==> src/rtl/cmd_frame_ctrl_pkg.sv <==
// Shared constants for the command-frame controller: default widths,
// frame opcodes, FSM state encoding and the ALU operand register addresses.
package cmd_frame_ctrl_pkg;

  // Default parameter values shared by the interface and the controller
  localparam int unsigned DEF_DATA_WIDTH = 8;
  localparam int unsigned DEF_ADDR_WIDTH = 4;
  localparam int unsigned DEF_FUN_WIDTH  = 4;

  // First byte of every frame selects the command
  localparam int unsigned OPC_WIDTH = 8;
  localparam logic [OPC_WIDTH-1:0] OPC_REG_WR  = 8'hAA;  // AA addr data
  localparam logic [OPC_WIDTH-1:0] OPC_REG_RD  = 8'hBB;  // BB addr
  localparam logic [OPC_WIDTH-1:0] OPC_ALU_OPS = 8'hCC;  // CC A B fun
  localparam logic [OPC_WIDTH-1:0] OPC_ALU_NOP = 8'hDD;  // DD fun

  // FSM state encoding
  localparam int unsigned ST_WIDTH = 3;
  localparam logic [ST_WIDTH-1:0] ST_IDLE     = 3'd0;
  localparam logic [ST_WIDTH-1:0] ST_WR_ADDR  = 3'd1;
  localparam logic [ST_WIDTH-1:0] ST_WR_DATA  = 3'd2;
  localparam logic [ST_WIDTH-1:0] ST_RD_ADDR  = 3'd3;
  localparam logic [ST_WIDTH-1:0] ST_OP_A     = 3'd4;
  localparam logic [ST_WIDTH-1:0] ST_OP_B     = 3'd5;
  localparam logic [ST_WIDTH-1:0] ST_ALU_FUN  = 3'd6;
  localparam logic [ST_WIDTH-1:0] ST_ALU_WAIT = 3'd7;

  // Register-file locations of the ALU operands
  localparam int unsigned OPND_A_ADDR = 0;
  localparam int unsigned OPND_B_ADDR = 1;

endpackage

==> src/rtl/cmd_frame_ctrl_if.sv <==
// Bundle between the command-frame controller and its surroundings.
//   RX_P_DATA/RX_D_VLD  : received UART byte and its one-cycle strobe
//   ALU_OUT_valid       : ALU result ready
//   Address/WrEn/RdEn/Wr_data : register-file access
//   ALU_FUN/ALU_EN/CLK_GATE_EN : ALU control
//   CMD_ERR             : illegal opcode / dropped byte pulse
// master = controller side, slave = environment (UART, register file, ALU).
interface cmd_frame_ctrl_if
  import cmd_frame_ctrl_pkg::*;
#(
  parameter int unsigned DATA_WIDTH = DEF_DATA_WIDTH,
  parameter int unsigned ADDR_WIDTH = DEF_ADDR_WIDTH,
  parameter int unsigned FUN_WIDTH  = DEF_FUN_WIDTH
) ();

  logic [DATA_WIDTH-1:0] RX_P_DATA;
  logic                  RX_D_VLD;
  logic                  ALU_OUT_valid;
  logic [ADDR_WIDTH-1:0] Address;
  logic                  WrEn;
  logic                  RdEn;
  logic [DATA_WIDTH-1:0] Wr_data;
  logic [FUN_WIDTH-1:0]  ALU_FUN;
  logic                  ALU_EN;
  logic                  CLK_GATE_EN;
  logic                  CMD_ERR;

  modport master (
    input  RX_P_DATA, RX_D_VLD, ALU_OUT_valid,
    output Address, WrEn, RdEn, Wr_data, ALU_FUN, ALU_EN, CLK_GATE_EN, CMD_ERR
  );

  modport slave (
    output RX_P_DATA, RX_D_VLD, ALU_OUT_valid,
    input  Address, WrEn, RdEn, Wr_data, ALU_FUN, ALU_EN, CLK_GATE_EN, CMD_ERR
  );

endinterface

==> src/rtl/cmd_frame_ctrl.sv <==
// Command-frame controller: parses UART byte frames into register-file
// writes/reads and ALU commands. One FSM plus registered outputs; every
// strobe appears exactly one cycle after the byte that completes it.
// Ports:
//   CLK   : system clock, rising edge
//   rst_n : asynchronous active-low reset (forces IDLE, all outputs 0)
//   bus   : cmd_frame_ctrl_if master modport (RX byte in, reg/ALU control out)
module cmd_frame_ctrl
  import cmd_frame_ctrl_pkg::*;
#(
  parameter int unsigned DATA_WIDTH = DEF_DATA_WIDTH,
  parameter int unsigned ADDR_WIDTH = DEF_ADDR_WIDTH,
  parameter int unsigned FUN_WIDTH  = DEF_FUN_WIDTH
) (
  input logic              CLK,
  input logic              rst_n,
  cmd_frame_ctrl_if.master bus
);

  logic [ST_WIDTH-1:0]   state_q,       state_d;
  logic [ADDR_WIDTH-1:0] addr_lat_q,    addr_lat_d;
  logic [ADDR_WIDTH-1:0] address_q,     address_d;
  logic [DATA_WIDTH-1:0] wr_data_q,     wr_data_d;
  logic [FUN_WIDTH-1:0]  alu_fun_q,     alu_fun_d;
  logic                  wr_en_q,       wr_en_d;
  logic                  rd_en_q,       rd_en_d;
  logic                  alu_en_q,      alu_en_d;
  logic                  clk_gate_en_q, clk_gate_en_d;
  logic                  cmd_err_q,     cmd_err_d;

  logic                  rx_vld;
  logic [DATA_WIDTH-1:0] rx_byte;
  logic [ADDR_WIDTH-1:0] rx_addr;
  logic [FUN_WIDTH-1:0]  rx_fun;

  assign rx_vld  = bus.RX_D_VLD;
  assign rx_byte = bus.RX_P_DATA;
  assign rx_addr = bus.RX_P_DATA[ADDR_WIDTH-1:0];
  assign rx_fun  = bus.RX_P_DATA[FUN_WIDTH-1:0];

  // Next-state and next-output logic
  always_comb begin
    state_d       = state_q;
    addr_lat_d    = addr_lat_q;
    address_d     = address_q;
    wr_data_d     = wr_data_q;
    alu_fun_d     = alu_fun_q;
    clk_gate_en_d = clk_gate_en_q;
    wr_en_d       = 1'b0;
    rd_en_d       = 1'b0;
    alu_en_d      = 1'b0;
    cmd_err_d     = 1'b0;

    case (state_q)
      ST_IDLE: begin
        if (rx_vld) begin
          if (rx_byte == DATA_WIDTH'(OPC_REG_WR)) begin
            state_d = ST_WR_ADDR;
          end else if (rx_byte == DATA_WIDTH'(OPC_REG_RD)) begin
            state_d = ST_RD_ADDR;
          end else if (rx_byte == DATA_WIDTH'(OPC_ALU_OPS)) begin
            state_d = ST_OP_A;
          end else if (rx_byte == DATA_WIDTH'(OPC_ALU_NOP)) begin
            state_d = ST_ALU_FUN;
          end else begin
            cmd_err_d = 1'b1;
          end
        end
      end

      // Address is only latched here; Address output moves with the strobe
      ST_WR_ADDR: begin
        if (rx_vld) begin
          addr_lat_d = rx_addr;
          state_d    = ST_WR_DATA;
        end
      end

      ST_WR_DATA: begin
        if (rx_vld) begin
          wr_en_d   = 1'b1;
          address_d = addr_lat_q;
          wr_data_d = rx_byte;
          state_d   = ST_IDLE;
        end
      end

      ST_RD_ADDR: begin
        if (rx_vld) begin
          rd_en_d   = 1'b1;
          address_d = rx_addr;
          state_d   = ST_IDLE;
        end
      end

      ST_OP_A: begin
        if (rx_vld) begin
          wr_en_d   = 1'b1;
          address_d = ADDR_WIDTH'(OPND_A_ADDR);
          wr_data_d = rx_byte;
          state_d   = ST_OP_B;
        end
      end

      ST_OP_B: begin
        if (rx_vld) begin
          wr_en_d   = 1'b1;
          address_d = ADDR_WIDTH'(OPND_B_ADDR);
          wr_data_d = rx_byte;
          state_d   = ST_ALU_FUN;
        end
      end

      // ALU_FUN output stays put until the next ALU command
      ST_ALU_FUN: begin
        if (rx_vld) begin
          alu_en_d      = 1'b1;
          alu_fun_d     = rx_fun;
          clk_gate_en_d = 1'b1;
          state_d       = ST_ALU_WAIT;
        end
      end

      // Bytes arriving while the ALU is busy are dropped and flagged
      ST_ALU_WAIT: begin
        if (rx_vld) begin
          cmd_err_d = 1'b1;
        end
        if (bus.ALU_OUT_valid) begin
          clk_gate_en_d = 1'b0;
          state_d       = ST_IDLE;
        end
      end

      default: begin
        state_d = ST_IDLE;
      end
    endcase
  end

  // State and output registers
  always_ff @(posedge CLK or negedge rst_n) begin
    if (!rst_n) begin
      state_q       <= ST_IDLE;
      addr_lat_q    <= '0;
      address_q     <= '0;
      wr_data_q     <= '0;
      alu_fun_q     <= '0;
      wr_en_q       <= 1'b0;
      rd_en_q       <= 1'b0;
      alu_en_q      <= 1'b0;
      clk_gate_en_q <= 1'b0;
      cmd_err_q     <= 1'b0;
    end else begin
      state_q       <= state_d;
      addr_lat_q    <= addr_lat_d;
      address_q     <= address_d;
      wr_data_q     <= wr_data_d;
      alu_fun_q     <= alu_fun_d;
      wr_en_q       <= wr_en_d;
      rd_en_q       <= rd_en_d;
      alu_en_q      <= alu_en_d;
      clk_gate_en_q <= clk_gate_en_d;
      cmd_err_q     <= cmd_err_d;
    end
  end

  assign bus.Address     = address_q;
  assign bus.WrEn        = wr_en_q;
  assign bus.RdEn        = rd_en_q;
  assign bus.Wr_data     = wr_data_q;
  assign bus.ALU_FUN     = alu_fun_q;
  assign bus.ALU_EN      = alu_en_q;
  assign bus.CLK_GATE_EN = clk_gate_en_q;
  assign bus.CMD_ERR     = cmd_err_q;

endmodule
==> src/flat_wrapper.sv <==
// flat-port wrapper written by rule: the top's interface ports become plain ports
module cmd_frame_ctrl_flat import cmd_frame_ctrl_pkg::*;
#(
  parameter int unsigned DATA_WIDTH = DEF_DATA_WIDTH,
  parameter int unsigned ADDR_WIDTH = DEF_ADDR_WIDTH,
  parameter int unsigned FUN_WIDTH  = DEF_FUN_WIDTH
)
  (CLK, rst_n, bus_RX_P_DATA, bus_RX_D_VLD, bus_ALU_OUT_valid, bus_Address, bus_WrEn, bus_RdEn, bus_Wr_data, bus_ALU_FUN, bus_ALU_EN, bus_CLK_GATE_EN, bus_CMD_ERR);
  cmd_frame_ctrl_if #(.DATA_WIDTH(DATA_WIDTH), .ADDR_WIDTH(ADDR_WIDTH), .FUN_WIDTH(FUN_WIDTH)) bus_i ();
  input logic CLK;
  input logic rst_n;
  input wire logic [$bits(bus_i.RX_P_DATA)-1:0] bus_RX_P_DATA;
  input wire logic [$bits(bus_i.RX_D_VLD)-1:0] bus_RX_D_VLD;
  input wire logic [$bits(bus_i.ALU_OUT_valid)-1:0] bus_ALU_OUT_valid;
  output wire logic [$bits(bus_i.Address)-1:0] bus_Address;
  output wire logic [$bits(bus_i.WrEn)-1:0] bus_WrEn;
  output wire logic [$bits(bus_i.RdEn)-1:0] bus_RdEn;
  output wire logic [$bits(bus_i.Wr_data)-1:0] bus_Wr_data;
  output wire logic [$bits(bus_i.ALU_FUN)-1:0] bus_ALU_FUN;
  output wire logic [$bits(bus_i.ALU_EN)-1:0] bus_ALU_EN;
  output wire logic [$bits(bus_i.CLK_GATE_EN)-1:0] bus_CLK_GATE_EN;
  output wire logic [$bits(bus_i.CMD_ERR)-1:0] bus_CMD_ERR;
  assign bus_i.RX_P_DATA = bus_RX_P_DATA;
  assign bus_i.RX_D_VLD = bus_RX_D_VLD;
  assign bus_i.ALU_OUT_valid = bus_ALU_OUT_valid;
  assign bus_Address = bus_i.Address;
  assign bus_WrEn = bus_i.WrEn;
  assign bus_RdEn = bus_i.RdEn;
  assign bus_Wr_data = bus_i.Wr_data;
  assign bus_ALU_FUN = bus_i.ALU_FUN;
  assign bus_ALU_EN = bus_i.ALU_EN;
  assign bus_CLK_GATE_EN = bus_i.CLK_GATE_EN;
  assign bus_CMD_ERR = bus_i.CMD_ERR;
  cmd_frame_ctrl #(.DATA_WIDTH(DATA_WIDTH), .ADDR_WIDTH(ADDR_WIDTH), .FUN_WIDTH(FUN_WIDTH)) u_core (.CLK(CLK), .rst_n(rst_n), .bus(bus_i));
endmodule
==> config.mk <==
export PLATFORM = sky130hd
export DESIGN_NAME = cmd_frame_ctrl_flat
export DESIGN_NICKNAME = d
export VERILOG_FILES = /design/src/rtl/cmd_frame_ctrl_pkg.sv /design/src/rtl/cmd_frame_ctrl_if.sv /design/src/rtl/cmd_frame_ctrl.sv /design/src/flat_wrapper.sv
export SDC_FILE = /design/constraint.sdc
export NUM_CORES = 1
export LEC_CHECK = 0
export CORE_MARGIN = 8
export CORE_UTILIZATION = 40
export DETAILED_ROUTE_END_ITERATION = 6
export PLACE_DENSITY_LB_ADDON = 0.3
export SLEW_MARGIN = 5
export SYNTH_ARGS = -nofsm -noshare
export SYNTH_HDL_FRONTEND = slang
export SYNTH_SLANG_ARGS = --single-unit
export TNS_END_PERCENT = 100
==> constraint.sdc <==
create_clock -name CLK -period 1.3 [get_ports CLK]
set_input_delay 0.13 -clock CLK [delete_from_list [all_inputs] [get_ports CLK]]
set_output_delay 0.13 -clock CLK [all_outputs]
set_load 0.005 [all_outputs]
After elaboration in Yosys (flattened, before gate mapping). Index checks and enable logic that the tools add are counted.

Muxes and demuxes: 30. Reductions and logical operators: 11. Equal/unequal tests: 21.

Operators by type and width (number): $mux W3 (11); $eq A8 B8 Y1 const B (4); $pmux W3 S7 (1); $mux W4 (4); $ne A2 B2 Y1 const B (8); $pmux W4 S4 (1); $eq A3 B3 Y1 const B (4); $mux W1 (11); $reduce_and A8 Y1 (1); $eq A3 B2 Y1 const B (2); $reduce_and A2 Y1 (3); $ne A5 B1 Y1 const B (1); $reduce_and A5 Y1 (1); $pmux W1 S2 (2); $reduce_bool A4 Y1 (1); $eq A3 B1 Y1 const B (1); $logic_not A3 Y1 (1); $reduce_and A3 Y1 (1); $reduce_or A3 Y1 (1); $ne A2 B1 Y1 const B (1); $reduce_bool A2 Y1 (1); $reduce_or A2 Y1 (1).

Logic and storage cells: 72. Flip-flop bits (word level): 28. Output and inout port bits: 21. Bits of input ports: 12.

Logic depth before layout (Yosys ltp). Gate-level depths: netlist (run 1).

Depth in word-level cells: 7. Gate-level depth with buffers: 5. Depth with buffers taken out: 4.

Worst setup path after synthesis (run 1). No wires, ideal clock.

Path kind: flip-flop to flip-flop. Start point: reg u_core.state_q[1]. End point: reg u_core.wr_data_q[0] (netlist: u_core.bus.Wr_data[0]). Period minus slack after synthesis: 1.442 ns. Arrival time: 1.314 ns. Setup time: 0.128 ns. Required time: 1.172 ns. Stages on the path, launching flop included: 5. Buffers on the path: 0. Path slack: -0.142 ns. Cells stage by stage: dfrtp_1 nor2b_1 and2b_1 o21ai_4 mux2_1.

Word-level cells in the longest chain between the ends: 3. Elaborated cells on any way between the ends: 5. Those cells by class: eq/ne: 3; reduce/logical: 2.

Ends and longest elaborated chain: start, declared (line cmd_frame_ctrl.sv:20) `logic [ST_WIDTH-1:0] state_q, state_d;`; start signal, assigned (line cmd_frame_ctrl.sv:155) `state_q <= state_d;`; $eq A3 B2 Y1 or $eq A3 B3 Y1 (tied branches) (line cmd_frame_ctrl.sv:54) `case (state_q)`; $reduce_or A3 Y1 (no line) (*); $reduce_and A2 Y1 (no line) (*); end signal, assigned (line cmd_frame_ctrl.sv:158) `wr_data_q <= wr_data_d;`; end, declared (line cmd_frame_ctrl.sv:23) `logic [DATA_WIDTH-1:0] wr_data_q, wr_data_d;`.

Every way passes the cells marked *; elsewhere a longest branch is shown, timed or not. A chain may end at the register's enable or synchronous reset.

Final worst setup path (run 1).
Start point: reg u_core.state_q[1]. End point: reg u_core.wr_data_q[2] (netlist: u_core.bus.Wr_data[2]).

The elaborated chain is that of the path after synthesis.

==> results by group, run 1 <==
Logic synthesis
  – Synthesized area divided by synthesized cell count: 11.0 um^2
  – Sequential-to-total area share from yosys stat: 54.9%
  – Post-synthesis cell count: 116
  – Synth cell types: 37
  – Yosys Warn Count: 0
  – Total nets after synthesis: between 100 and 150
  – Syn Std Cell Area: 1280 um^2
  – FF+latch count, synth: 28

Worst setup path
  – Startpoint type of the worst setup path: flop
  – Longest individual stage delay on the worst path: 0.42 ns
  – Required time at the endpoint of the critical path: about 1.5 ns
  – Type of the setup path with the least slack: flop to flop
  – Setup crit end kind: flop
  – Slowest library cell on the worst path: dfrtp_1
  – Critical Path AT: about 1.7 ns
  – Peak fanout along the critical path: 9
  – R2R depth: 5
  – Crit-path cells: nor2b_1, and2b_1, o21ai_4, buf_12, mux2_1

Cells and area
  – Most frequent standard cell in the layout excluding fill and tap cells: dfrtp_1
  – Layout Cell Area excl Fill: 1910 um^2
  – Most used cells in the layout excluding fill and tap cells: dfrtp_1, dlygate4sd2_1, nand2_1
  – Multi-input logic area: 632 um^2
  – Share of layout cells above drive strength 1: 29.0%
  – Layout overhead on the synthesized area: 50.0%
  – Sequential cell area: 701 um^2
  – Fill count: 246
  – Total number of nets in the final design: 182
  – N_diodes: 0

Clock network
  – Clock tree from TritonCTS: done
  – Clock buffers created by TritonCTS: 3
  – Skew-Pair Late Insertion Delay: roughly 0.34 ns
  – Clock root cell: clkbuf_4
  – CTS Buffer Depth: 2
  – Clock Pin Slew Worst Setup and Hold Paths: 0.15 ns
  – Clock Sink Count: 28
  – Hold buffer count at CTS: 0
  – H-tree levels: 1

Power
  – IR Drop Worst-Case VDD: 0.000824 V
  – Power per standard cell area: ~2000 nW/um^2
  – Static leakage: 0.907 nW
  – Power after layout: about 3.9 mW

Min path
  – Class of the worst hold path: primary input to async pin

Die
  – Initial core utilization: 41.8%
  – Top-Level Pins: 33
  – Total number of placement rows: 20
  – Overall die area: 5250 um^2
  – Chip height: 72.5 um
  – Horizontal die dimension: 72.5 um
  – Core area: 3050 um^2

STA
  – Slew at the pin closest to its max-slew limit: 0.360 ns
  – Final setup vio count: 17
  – Final worst-path setup slack: -0.157 ns
  – Headroom to the max-slew limit: 76.0%
  – Fin. max-slew vios: 0
  – Setup repair after global routing missed its margin: true
  – Portion of the clock cycle consumed by the worst path in the final layout: 112%
  – Setup tns final: -2.25 ns
  – Largest clock skew in the final design: 0.00739 ns
  – Achievable frequency: 686 MHz
  – Post-Route Hold Slack: approximately 0.15 ns
  – Tmin final: 1.46 ns
  – Final hold viol count: 0

Detailed routing
  – DRT Pass-1 Iters: 4
  – Detailed-route wire length: 3270 um
  – Number of design-rule violations left by the first detailed-router iteration: 28
  – ANT nets after route: 0
  – Via total after detailed routing: between 1000 and 1500
  – Vias per Instance: 5.10
  – Number of remaining DRC errors: 0
  – Routed length per instance: 15.3 um

Flow run
  – Max-cap viol count: 0

Global route
  – Initial antenna violation count: 0
  – Global Route Usage Sum: between 10% and 20%
  – First-pass GRT wire length: roughly 5000 um
  – Total congestion overflow after global routing: 0
  – Largest net degree at the start of global routing: 29
  – Vias in the first global route: 1063

Run status
  – Failing checks: setup timing
  – Result of the run: finished with violations

Placed design
  – Weighted congestion reported at the end of routability-driven placement: 0.853
  – Placed wire-length estimate: 2280 um
  – Area after DPL: 1750 um^2
  – # port buffers: 32
## stage by stage
step	setup slack, ns	util (%)	std cells
5_1_grt	-0.242	62.7	213
3_5_place_dp	-0.317	57.4	202
4_1_cts	-0.159	59.0	208
2_1_floorplan	-0.142	-	116
6_report	-0.157	62.7	213
3_3_place_gp	-0.299	57.4	202
## sequential cells by signal (all words and copies together) (netlist names)
signal	count
u_core.addr_lat_q	4
u_core.bus.ALU_EN	1
u_core.bus.ALU_FUN	4
u_core.bus.Address	4
u_core.bus.CLK_GATE_EN	1
u_core.bus.CMD_ERR	1
u_core.bus.RdEn	1
u_core.bus.WrEn	1
u_core.bus.Wr_data	8
u_core.state_q	3
## metal layers
layer / up-vias / share of wire [%] / GRT usage [%]
met5: - / 0 / 0
met4: 0 / 2.5 / 6.67
met3: 8 / 5.7 / 3.17
met2: 26 / 51 / 19.8
met1: 535 / 41 / 14.1
li1: 517 / - / -
## synthesized netlist by cell type
cell / count / area share (%)
inv_2: 1 / 0.29
nand4b_1: 1 / 0.69
nand2_1: 20 / 5.9
o221ai_1: 1 / 0.69
or4_1: 1 / 0.59
clkbuf_1: 2 / 0.59
nor3b_1: 2 / 1.2
a31oi_1: 1 / 0.49
nand2b_1: 1 / 0.49
nor2b_1: 3 / 1.5
and3b_1: 1 / 0.69
nor3b_2: 1 / 0.98
nor3_1: 1 / 0.39
mux2_2: 4 / 3.5
o22ai_1: 1 / 0.49
a21boi_1: 2 / 1.2
o31ai_1: 1 / 0.59
mux2i_1: 1 / 0.78
o21ai_4: 1 / 1.3
mux2_1: 8 / 7.1
o21ai_0: 3 / 1.2
o21a_1: 1 / 0.59
buf_2: 2 / 0.78
a22oi_1: 3 / 1.8
and3_1: 1 / 0.49
and2_1: 1 / 0.49
o21ai_1: 4 / 1.6
inv_1: 2 / 0.59
and2b_1: 1 / 0.59
a32o_1: 1 / 0.78
xor2_1: 1 / 0.69
nor2_1: 4 / 1.2
dfrtp_1: 28 / 55
nand3_1: 6 / 2.4
and4bb_1: 1 / 0.98
a21oi_1: 2 / 0.78
and4bb_2: 1 / 0.98
## timing repair
item | CTS | global route
gates resized for setup | 28 | 18
pin swaps | 1 | 5
setup endpoints to repair | 36 | 23
setup buffers | 2 | 5
## layout make-up
cell class / count / area share (%)
flip-flops and latches: 28 / 36.6
multi-input cells: 81 / 33.0
repair buffers: 53 / 25.0
well taps: 44 / 2.88
clock buffers: 4 / 1.90
inverters: 3 / 0.588
## logic make-up (layout without fill, tap and decap cells)
kind of cell | Yosys count | after routing | share of synthesized area (%)
simple gates | 46 | 46 | 19.4
mux | 13 | 13 | 11.4
xor+xnor | 1 | 1 | 0.686
flops | 28 | 28 | 54.9
compound gates | 21 | 21 | 11.4
buf+inv | 7 | 60 | 2.26
## power by group
| group | internal (mW) | switching [mW] |
|---|---|---|
| combinational | 1.12 | 0.885 |
| sequential | 1.24 | 0.199 |
| clock | 0.172 | 0.259 |
| total | 2.53 | 1.34 |
## worst paths after layout
kind	startpoint	slack, ns	endpoint
max in group asynchronous	rst_n	0.89	u_core.addr_lat_q[3]
worst max register to register	u_core.state_q[1]	-0.16	u_core.bus.Wr_data[2]
worst max-delay path	u_core.state_q[1]	-0.16	u_core.bus.Wr_data[2]
worst min register to register	u_core.bus.Address[1]	0.49	u_core.bus.Address[1]
min in group CLK	bus_RX_P_DATA[6]	0.43	u_core.bus.Wr_data[6]
worst min-delay path	rst_n	0.15	u_core.bus.RdEn
## critical path, delay by kind of cell, from the launching register on
kind | cells | cell delay, ns
AOI/OAI and AO/OA | 1 | 0.14
buffers and inverters | 1 | 0.15
DFF | 1 | 0.42
muxes | 1 | 0.31
and+or+nand+nor | 2 | 0.33
Power figures use the tool's default switching activity.
==> inputs of run 2 (changes only) <==
Settings changed: TNS_END_PERCENT 100 to unset.
==> results of run 2 <==
The final DEF is identical to that of run 1; final timing and power are the same.
==> inputs of run 3 (changes only) <==
Settings changed: CTS_CLUSTER_DIAMETER set to 40.
==> results of run 3 <==
The final DEF is identical to that of run 1; final timing and power are the same.
